[config.mk]
export PLATFORM = sky130hd
export DESIGN_NAME = card_display_bank
export DESIGN_NICKNAME = d
export VERILOG_FILES = /design/src/rtl/card_display_bank.sv
export SDC_FILE = /design/constraint.sdc
export NUM_CORES = 1
export LEC_CHECK = 0
export ABC_CLOCK_PERIOD_IN_PS = 6500
export BUFFER_PORTS_ARGS = -buffer_cell sky130_fd_sc_hd__buf_2
export CORE_MARGIN = 1.5
export CORE_UTILIZATION = 40
export CTS_CLUSTER_DIAMETER = 80
export DETAILED_ROUTE_END_ITERATION = 16
export SYNTH_ARGS = -nofsm -noshare
export SYNTH_HDL_FRONTEND = slang
export SYNTH_SLANG_ARGS = --single-unit
[constraint.sdc]
create_clock -name slow_clock -period 6.5 [get_ports slow_clock]
set_input_delay 0.65 -clock slow_clock [delete_from_list [all_inputs] [get_ports slow_clock]]
set_output_delay 0.65 -clock slow_clock [all_outputs]
set_load 0.01 [all_outputs]
[src/rtl/card_display_bank.sv]
// Multi-slot card display bank: stores dealt card codes, drives one 7-segment pattern per slot,
// tracks occupancy/count/baccarat score, and clears the hand with a one-slot-per-cycle sweep.
// Optional new-card blink is compiled in with `define CARD_BLINK_EN.
module card_display_bank #(
    parameter int NUM_SLOTS = 6,
    parameter int SLOT_W    = 3,
    parameter int BLINK_DIV = 8
) (
    input  logic                   slow_clock,
    input  logic                   resetb,
    input  logic                   load,
    input  logic [SLOT_W-1:0]      slot,
    input  logic [3:0]             card,
    input  logic                   clear,
    output logic                   busy,
    output logic                   err,
    output logic [7*NUM_SLOTS-1:0] seg_out,
    output logic [NUM_SLOTS-1:0]   valid_mask,
    output logic [SLOT_W:0]        count,
    output logic [3:0]             score
);

    typedef enum logic {IDLE = 1'b0, CLEAR = 1'b1} state_t;

    localparam logic [SLOT_W-1:0] LAST_IDX    = SLOT_W'(NUM_SLOTS - 1);
    localparam logic [SLOT_W:0]   NUM_SLOTS_W = (SLOT_W + 1)'(NUM_SLOTS);

    if (NUM_SLOTS < 2 || NUM_SLOTS > 8 || (1 << SLOT_W) < NUM_SLOTS || BLINK_DIV < 1) begin : g_bad_params
        $error("card_display_bank: illegal parameter combination");
    end

    function automatic logic [6:0] seg_decode(input logic [3:0] c);
        case (c)
            4'd1:    return 7'b1110111;
            4'd2:    return 7'b1101101;
            4'd3:    return 7'b1111001;
            4'd4:    return 7'b0110011;
            4'd5:    return 7'b1011011;
            4'd6:    return 7'b1011111;
            4'd7:    return 7'b1110000;
            4'd8:    return 7'b1111111;
            4'd9:    return 7'b1111011;
            4'd10:   return 7'b1111110;
            4'd11:   return 7'b0111100;
            4'd12:   return 7'b1110011;
            4'd13:   return 7'b0110111;
            default: return 7'b0000000;
        endcase
    endfunction

    // Tens and court cards count zero in baccarat.
    function automatic logic [3:0] card_value(input logic [3:0] c);
        return (c >= 4'd1 && c <= 4'd9) ? c : 4'd0;
    endfunction

    state_t            state_reg, state_next;
    logic [SLOT_W-1:0] idx_reg, idx_next;
    logic [3:0]        slots_reg [NUM_SLOTS];
    logic              busy_reg, busy_next;
    logic              err_reg, err_next;
    logic [3:0]        score_reg, score_next;
    logic [SLOT_W:0]   count_reg, count_next;
    logic              accept;
    logic [6:0]        sum;
    logic [7*NUM_SLOTS-1:0] seg_plain;

    // State register
    always_ff @(posedge slow_clock or negedge resetb) begin
        if (!resetb) begin
            state_reg <= IDLE;
            idx_reg   <= '0;
            busy_reg  <= 1'b0;
            err_reg   <= 1'b0;
            score_reg <= '0;
            count_reg <= '0;
        end else begin
            state_reg <= state_next;
            idx_reg   <= idx_next;
            busy_reg  <= busy_next;
            err_reg   <= err_next;
            score_reg <= score_next;
            count_reg <= count_next;
        end
    end

    // Next-state logic
    always_comb begin
        state_next = state_reg;
        idx_next   = idx_reg;
        case (state_reg)
            IDLE: begin
                if (clear) begin
                    state_next = CLEAR;
                    idx_next   = '0;
                end
            end
            CLEAR: begin
                if (idx_reg == LAST_IDX) begin
                    state_next = IDLE;
                    idx_next   = '0;
                end else begin
                    idx_next = idx_reg + SLOT_W'(1);
                end
            end
            default: state_next = IDLE;
        endcase
    end

    // Output / request-arbitration logic; clear beats a simultaneous load.
    always_comb begin
        accept    = load && (state_reg == IDLE) && !clear
                    && ({1'b0, slot} < NUM_SLOTS_W) && (card <= 4'd13);
        err_next  = load && !accept;
        busy_next = (state_next == CLEAR);
    end

    always_ff @(posedge slow_clock or negedge resetb) begin
        if (!resetb) begin
            for (int i = 0; i < NUM_SLOTS; i++) slots_reg[i] <= '0;
        end else begin
            for (int i = 0; i < NUM_SLOTS; i++) begin
                if (state_reg == CLEAR && idx_reg == SLOT_W'(i))
                    slots_reg[i] <= '0;
                else if (accept && slot == SLOT_W'(i))
                    slots_reg[i] <= card;
            end
        end
    end

    always_comb begin
        sum        = '0;
        count_next = '0;
        for (int i = 0; i < NUM_SLOTS; i++) begin
            sum        = sum + 7'(card_value(slots_reg[i]));
            count_next = count_next + {{SLOT_W{1'b0}}, valid_mask[i]};
        end
        score_next = 4'(sum % 7'd10);
    end

    for (genvar gi = 0; gi < NUM_SLOTS; gi++) begin : g_slot
        assign valid_mask[gi]       = (slots_reg[gi] != 4'd0);
        assign seg_plain[7*gi +: 7] = seg_decode(slots_reg[gi]);
    end

`ifdef CARD_BLINK_EN
    localparam int BLINK_CW = $clog2(BLINK_DIV + 1);

    logic [BLINK_CW-1:0] blink_cnt_reg;
    logic                phase_reg;
    logic                new_valid_reg;
    logic [SLOT_W-1:0]   new_slot_reg;

    always_ff @(posedge slow_clock or negedge resetb) begin
        if (!resetb) begin
            blink_cnt_reg <= '0;
            phase_reg     <= 1'b0;
            new_valid_reg <= 1'b0;
            new_slot_reg  <= '0;
        end else begin
            if (blink_cnt_reg == BLINK_CW'(BLINK_DIV - 1)) begin
                blink_cnt_reg <= '0;
                phase_reg     <= ~phase_reg;
            end else begin
                blink_cnt_reg <= blink_cnt_reg + BLINK_CW'(1);
            end
            // Any accepted load moves or drops the mark; an empty write leaves nothing to blink.
            if (accept) begin
                new_valid_reg <= (card != 4'd0);
                new_slot_reg  <= slot;
            end else if (state_reg == IDLE && clear) begin
                new_valid_reg <= 1'b0;
            end
        end
    end

    for (genvar gi = 0; gi < NUM_SLOTS; gi++) begin : g_blink
        assign seg_out[7*gi +: 7] =
            (phase_reg && new_valid_reg && new_slot_reg == SLOT_W'(gi)) ? 7'b0000000 : seg_plain[7*gi +: 7];
    end
`else
    assign seg_out = seg_plain;
`endif

    assign busy  = busy_reg;
    assign err   = err_reg;
    assign score = score_reg;
    assign count = count_reg;

endmodule

After elaboration in Yosys (flattened, before gate mapping)
Memories as Yosys holds them, arrays and structs flattened.
Index checks and enable logic that the tools add are counted.
- memory bits (read-only): 672
- register bits after elaboration: 37
- memories kept: 6
- logic and storage cells: 118
- output and inout bits: 58
- bits of input ports: 11
- $add $sub $neg: 11
- magnitude comparators: 14
- reductions and logical operators: 39
- mux-type cells: 24
- bitwise gates (word level): 1
- equal/unequal tests: 11
- divide/modulo/power cells: 1
- memory list (memory ; words ; width ; read ports ; clocked after Yosys merged registers in ; wr ports ; RTL line ; source):
    (name not given) ; 16 ; 7 ; 1 ; 0 ; 0 ; 33 ; case (c)
    (name not given) ; 16 ; 7 ; 1 ; 0 ; 0 ; 33 ;
    (name not given) ; 16 ; 7 ; 1 ; 0 ; 0 ; 33 ;
    (name not given) ; 16 ; 7 ; 1 ; 0 ; 0 ; 33 ;
    (name not given) ; 16 ; 7 ; 1 ; 0 ; 0 ; 33 ;
    (name not given) ; 16 ; 7 ; 1 ; 0 ; 0 ; 33 ;
- operators by type and width (operator ; count):
    2-to-1 mux 4 bit ; 18
    <= comparator 4 bit, second input constant ; 7
    greater-or-equal comparator 4 x 1 -> 1 bit, second input constant ; 6
    nonzero test 4 bit ; 6
    logical AND 1 bit ; 23
    adder 7 x 4 -> 7 bit ; 2
    equality test 3 x 2 -> 1 bit, second input constant ; 4
    equality test 3 bit, second input constant ; 4
    nonzero test 2 bit ; 6
    adder 4 x 1 -> 4 bit ; 2
    adder 6 x 4 -> 7 bit ; 1
    modulo 7 x 4 -> 7 bit, second input constant ; 1
    adder 5 x 4 -> 6 bit ; 1
    equality test 3 x 1 -> 1 bit, second input constant ; 2
    logical NOT 3 bit ; 2
    2-to-1 mux 3 bit ; 2
    one-hot mux 3 bit (2 select lines) ; 1
    adder 4 x 4 -> 5 bit ; 1
    adder 3 x 1 -> 4 bit ; 1
    adder 2 x 1 -> 3 bit ; 1
    adder 3 x 1 -> 3 bit, second input constant ; 1
    less-than comparator 3 bit, second input constant ; 1
    adder 1 x 1 -> 2 bit ; 1
    logical NOT 1 bit ; 2
    4 further kinds ; 5

Longest topological paths before layout
- depth in word-level cells: 9
- mapped depth: 27
- mapped depth without buffers: 25

Least setup slack after synthesis
Ideal clock, no wire load.
- kind: register to register
- start: register slots_reg[9] in the netlist's numbering
- end: register score_reg[2] (netlist: score[2])
- arrival time: 5.215 ns
- slack: 1.198 ns
- required time: 6.413 ns
- library setup time: 0.087 ns
- period minus slack after synthesis: 5.302 ns
- cell stages (with the launch flop): 26
- path buffers: 2
- cells stage by stage: dfrtp_1 > inv_1 > ha_1 > inv_1 > or3_1 > o21a_1 > and2_1 > fa_1 > inv_1 > fa_1 > fa_1 > inv_1 > ha_1 > inv_1 > fa_1 > buf_4 > buf_2 > and3_1 > a211o_1 > o311ai_0 > a22oi_1 > inv_1 > ha_1 > inv_1 > a21bo_2 > a22oi_1
- cells in the longest elaborated chain, start to end: 7
- elaborated cells between the ends (all ways): 8
- those cells by class: 3 x add/sub; 1 x div; 2 x order compare; 1 x mux; 1 x reduce/logical
- RTL lines (item ; RTL line ; source):
    start, declared ; 58 ; logic [3:0] slots_reg [NUM_SLOTS];
    start signal, assigned by index ; 125 ; slots_reg[i] <= card;
    greater-or-equal comparator 4 x 1 -> 1 bit or <= comparator 4 bit (tied branches) ; 53 ; return (c >= 4'd1 && c <= 4'd9) ? c : 4'd0;
    logical AND 1 bit ; 53 ;
    2-to-1 mux 4 bit (*) ; 53 ;
    adder 6 x 4 -> 7 bit (*) ; 134 ; sum = sum + 7'(card_value(slots_reg[i]));
    adder 7 x 4 -> 7 bit (*) (2 in a row) ; 134 ;
    modulo 7 x 4 -> 7 bit (*) ; 137 ; score_next = 4'(sum % 7'd10);
    named net score_next[2] ; 61 ; logic [3:0] score_reg, score_next;
    end signal, assigned ; 81 ; score_reg <= score_next;
    end, declared ; 61 ;
The timed path passes the listed nets; every way through them passes the cells marked *.
A chain may end at the register's enable or synchronous reset.

Worst setup path in the final report
- start: register slots_reg[9] in the netlist's numbering
- end: register score_reg[1] (netlist: score[1])
The elaborated chain is that of the path after synthesis.

==> metrics.yaml <==
ir_drop_mv: 0.105
yosysSeqAreaShare: 0.216
htree_levels: 2
cts_tree: "yes"
cts_hold_buf: 0
numCtsBuffers: 5
fp.dieW_um: 105
start_kind: "flip-flop"
syn_nets: 582
power_mw: 1.26
slew_violations: 0
post-place-cells: 688
area_growth_pct: 10.9
clock_latency_ns: 0.30
largest_register_ffs: 24
finish.utilization: 0.451
cts_max_path_buffers: 2
required_ns: 6.68
grt_max_degree: 37
vias: 3812
ios: 69
ys_warn_count: 0
grt_use_total: 0.189
yosysUniqueCellTypes: 58
syn_inst: 518
wl_per_cell_um: 15.0
synth-edff-count: 0
cts.sinks: 36
yosys_register_bits: 36
dp_hpwl_mm: 7.85
cts_setup_buffers: 0
antenna_left: 0
portBuffers: 67
r2r_slack_ns: 0.64
die_h_um: 105
period_needed_ns: 5.86
power.internal_mw: 0.669
drtIter0Drc: 199
combPwrFrac: 0.591
core_area_sq_mm: 0.0102
critical_path.top_delay_family: "adder cells"
grt-ovfl-total: 0
drv_cap: 0
drc: 0
num_antenna_cells: 0
dr.pass1.iters: 4
worst_path_largest_cell_delay_ns: 0.68
first_global_vias: 3401
instances_no_fill: 696
wirelength_mm: 10.4
fmax_mhz: 171
pwr-share-clk: 0.139
gp_congestion: 0.849
die_area_sq_mm: 0.0110
final_cell_mix: "buf_2 (67), nor2_1 (55), inv_1 (45), nand2_1 (45), dfrtp_1 (36)"
powerDensity_mw_per_mm2: 273
critPathKind: "flip-flop to flip-flop"
avgSynthCellArea_sq_um: 8.03
critPathMaxFanout: 19
slowest_stage: "fa_1"
initial_core_util: 0.407
dpl_cell_area_sq_mm: 0.00452
synthArstFlopShare: 1.00
drive_above_1_share: 0.145
max-slew-margin-rel: 0.449
avgViaCountPerCell: 5.48
worstPathArrival_ns: 6.04
fin_area_sq_mm: 0.00461
finalSetupTns_ns: 0
nFillCells: 1005
clkSlewWorstSetupHoldPaths_ns: 0.08
ctsResizeCount: 0
finalCritPeriodShare: 0.902
holdCritPathClass: "input port to asynchronous set/reset pin"
path_cells: "inv_1, ha_1, inv_1, or3_1, o21a_1, and2_1, fa_1, inv_1, fa_1, fa_1, inv_1, ha_1, inv_1, fa_1, nand2b_1, a211oi_1, a211oi_1, a22oi_1, inv_1, ha_1, inv_1, nor2_1, o2111ai_1, nand4_1"
synthesis.area_sq_mm: 0.00416
p_leak_nw: 2.34
cts_root_buffer: "clkbuf_8"
grt_antenna_before_repair: 0
finalSetupViolCount: 0
grt_setup_unrepaired: "no"
crit_path_end_kind: "flip-flop"
p_seq_frac: 0.271
hold_viol_final: 0
status: "completed"
layout_commonest_cell: "buf_2"
ys.flop_type: "dfrtp_1"
critical_path_buf_inv_count: 7
rows: 37
nNetsFinal: 623
grt_first_pass_wirelength_mm: 16.9
p_sw_mw: 0.589
tightest_slew_ns: 0.827
p_sw_frac: 0.468
fin_skew_ns: 0.00924
cp_common_cell: "inv_1"
## worst paths after layout
kind | from | end | depth (start not counted)
max | slots_reg[9]$_DFFE_PN0P_ | score[1]$_DFF_PN0_ | 24
min | resetb | count[0]$_DFF_PN0_ | 1
max reg2reg | slots_reg[9]$_DFFE_PN0P_ | score[1]$_DFF_PN0_ | 24
min reg2reg | idx_reg[1]$_DFFE_PN0P_ | idx_reg[1]$_DFFE_PN0P_ | 2
max in group asynchronous | resetb | slots_reg[2]$_DFFE_PN0P_ | 1
min in group slow_clock | load | err$_DFF_PN0_ | 2
## per-layer routing
layer | wire length [um] | up-vias | track usage
met5 | 0 | - | 0
met4 | 119 | 0 | 0.0421
met3 | 558 | 18 | 0.0337
met2 | 4760 | 128 | 0.297
met1 | 5000 | 1803 | 0.271
li1 | - | 1863 | -
## logic make-up (layout without fill, tap and decap cells)
kind of cell,after synthesis,in the layout,share of synthesized area
AOI/OAI and AO/OA,126,126,0.198
and+or+nand+nor,184,184,0.216
xor gates and xnor gates,4,4,0.0129
other,1,1,0.000901
adders and majority gates,53,53,0.194
muxes,36,36,0.0869
buffers and inverters,78,120,0.0761
DFF,36,36,0.216
## per-stage QoR
stage	setup WS, ns	hold slack, ns
after floorplan	1.20	0.354
after global placement	0.880	0.573
after detailed placement	0.707	0.600
after CTS	0.709	0.482
after global routing	0.262	0.507
final	0.640	0.444
## cell usage after synthesis, types with 3 or more instances
master / count / share of area
or3_1: 4 / 0.0060
mux2i_1: 35 / 0.084
o221ai_1: 4 / 0.0084
and3_1: 7 / 0.011
ha_1: 34 / 0.10
nand4_1: 3 / 0.0045
inv_1: 45 / 0.041
a211oi_1: 6 / 0.011
nand2b_1: 13 / 0.020
clkbuf_1: 21 / 0.019
nand3_1: 9 / 0.011
o31ai_1: 3 / 0.0054
a31oi_1: 5 / 0.0075
nor3_1: 10 / 0.012
nor3b_1: 3 / 0.0054
o21a_1: 7 / 0.013
buf_2: 5 / 0.0060
dfrtp_1: 36 / 0.22
a221o_1: 4 / 0.0096
nor2b_1: 17 / 0.026
nand2_1: 45 / 0.041
nor2_1: 55 / 0.050
a21oi_1: 34 / 0.041
fa_1: 19 / 0.091
a22oi_1: 6 / 0.011
o21ai_0: 30 / 0.036
and2_1: 8 / 0.012
a21o_1: 3 / 0.0054
a21boi_0: 5 / 0.0090
## area by class of cell
cell class / count / area, sq um / area share
Tap cell: 136 / 170 / 0.0369
Inverter: 45 / 169 / 0.0366
Clock inverter: 1 / 7.51 / 0.00163
Clock buffer: 7 / 86.3 / 0.0187
Multi-Input combinational cell: 404 / 2940 / 0.638
Sequential cell: 36 / 901 / 0.195
Timing Repair Buffer: 67 / 335 / 0.0727
## power by group through the flow
| stage | Sequential, mW | Clock, mW | Combinational (mW) |
|---|---|---|---|
| after floorplan | 0.303 | 0 | 0.544 |
| after global placement | 0.342 | 0 | 0.733 |
| after detailed placement | 0.344 | 0 | 0.743 |
| after CTS | 0.339 | 0.177 | 0.749 |
| after global routing | 0.350 | 0.185 | 0.833 |
| final | 0.341 | 0.175 | 0.743 |
(Power assumes the default switching activity.)
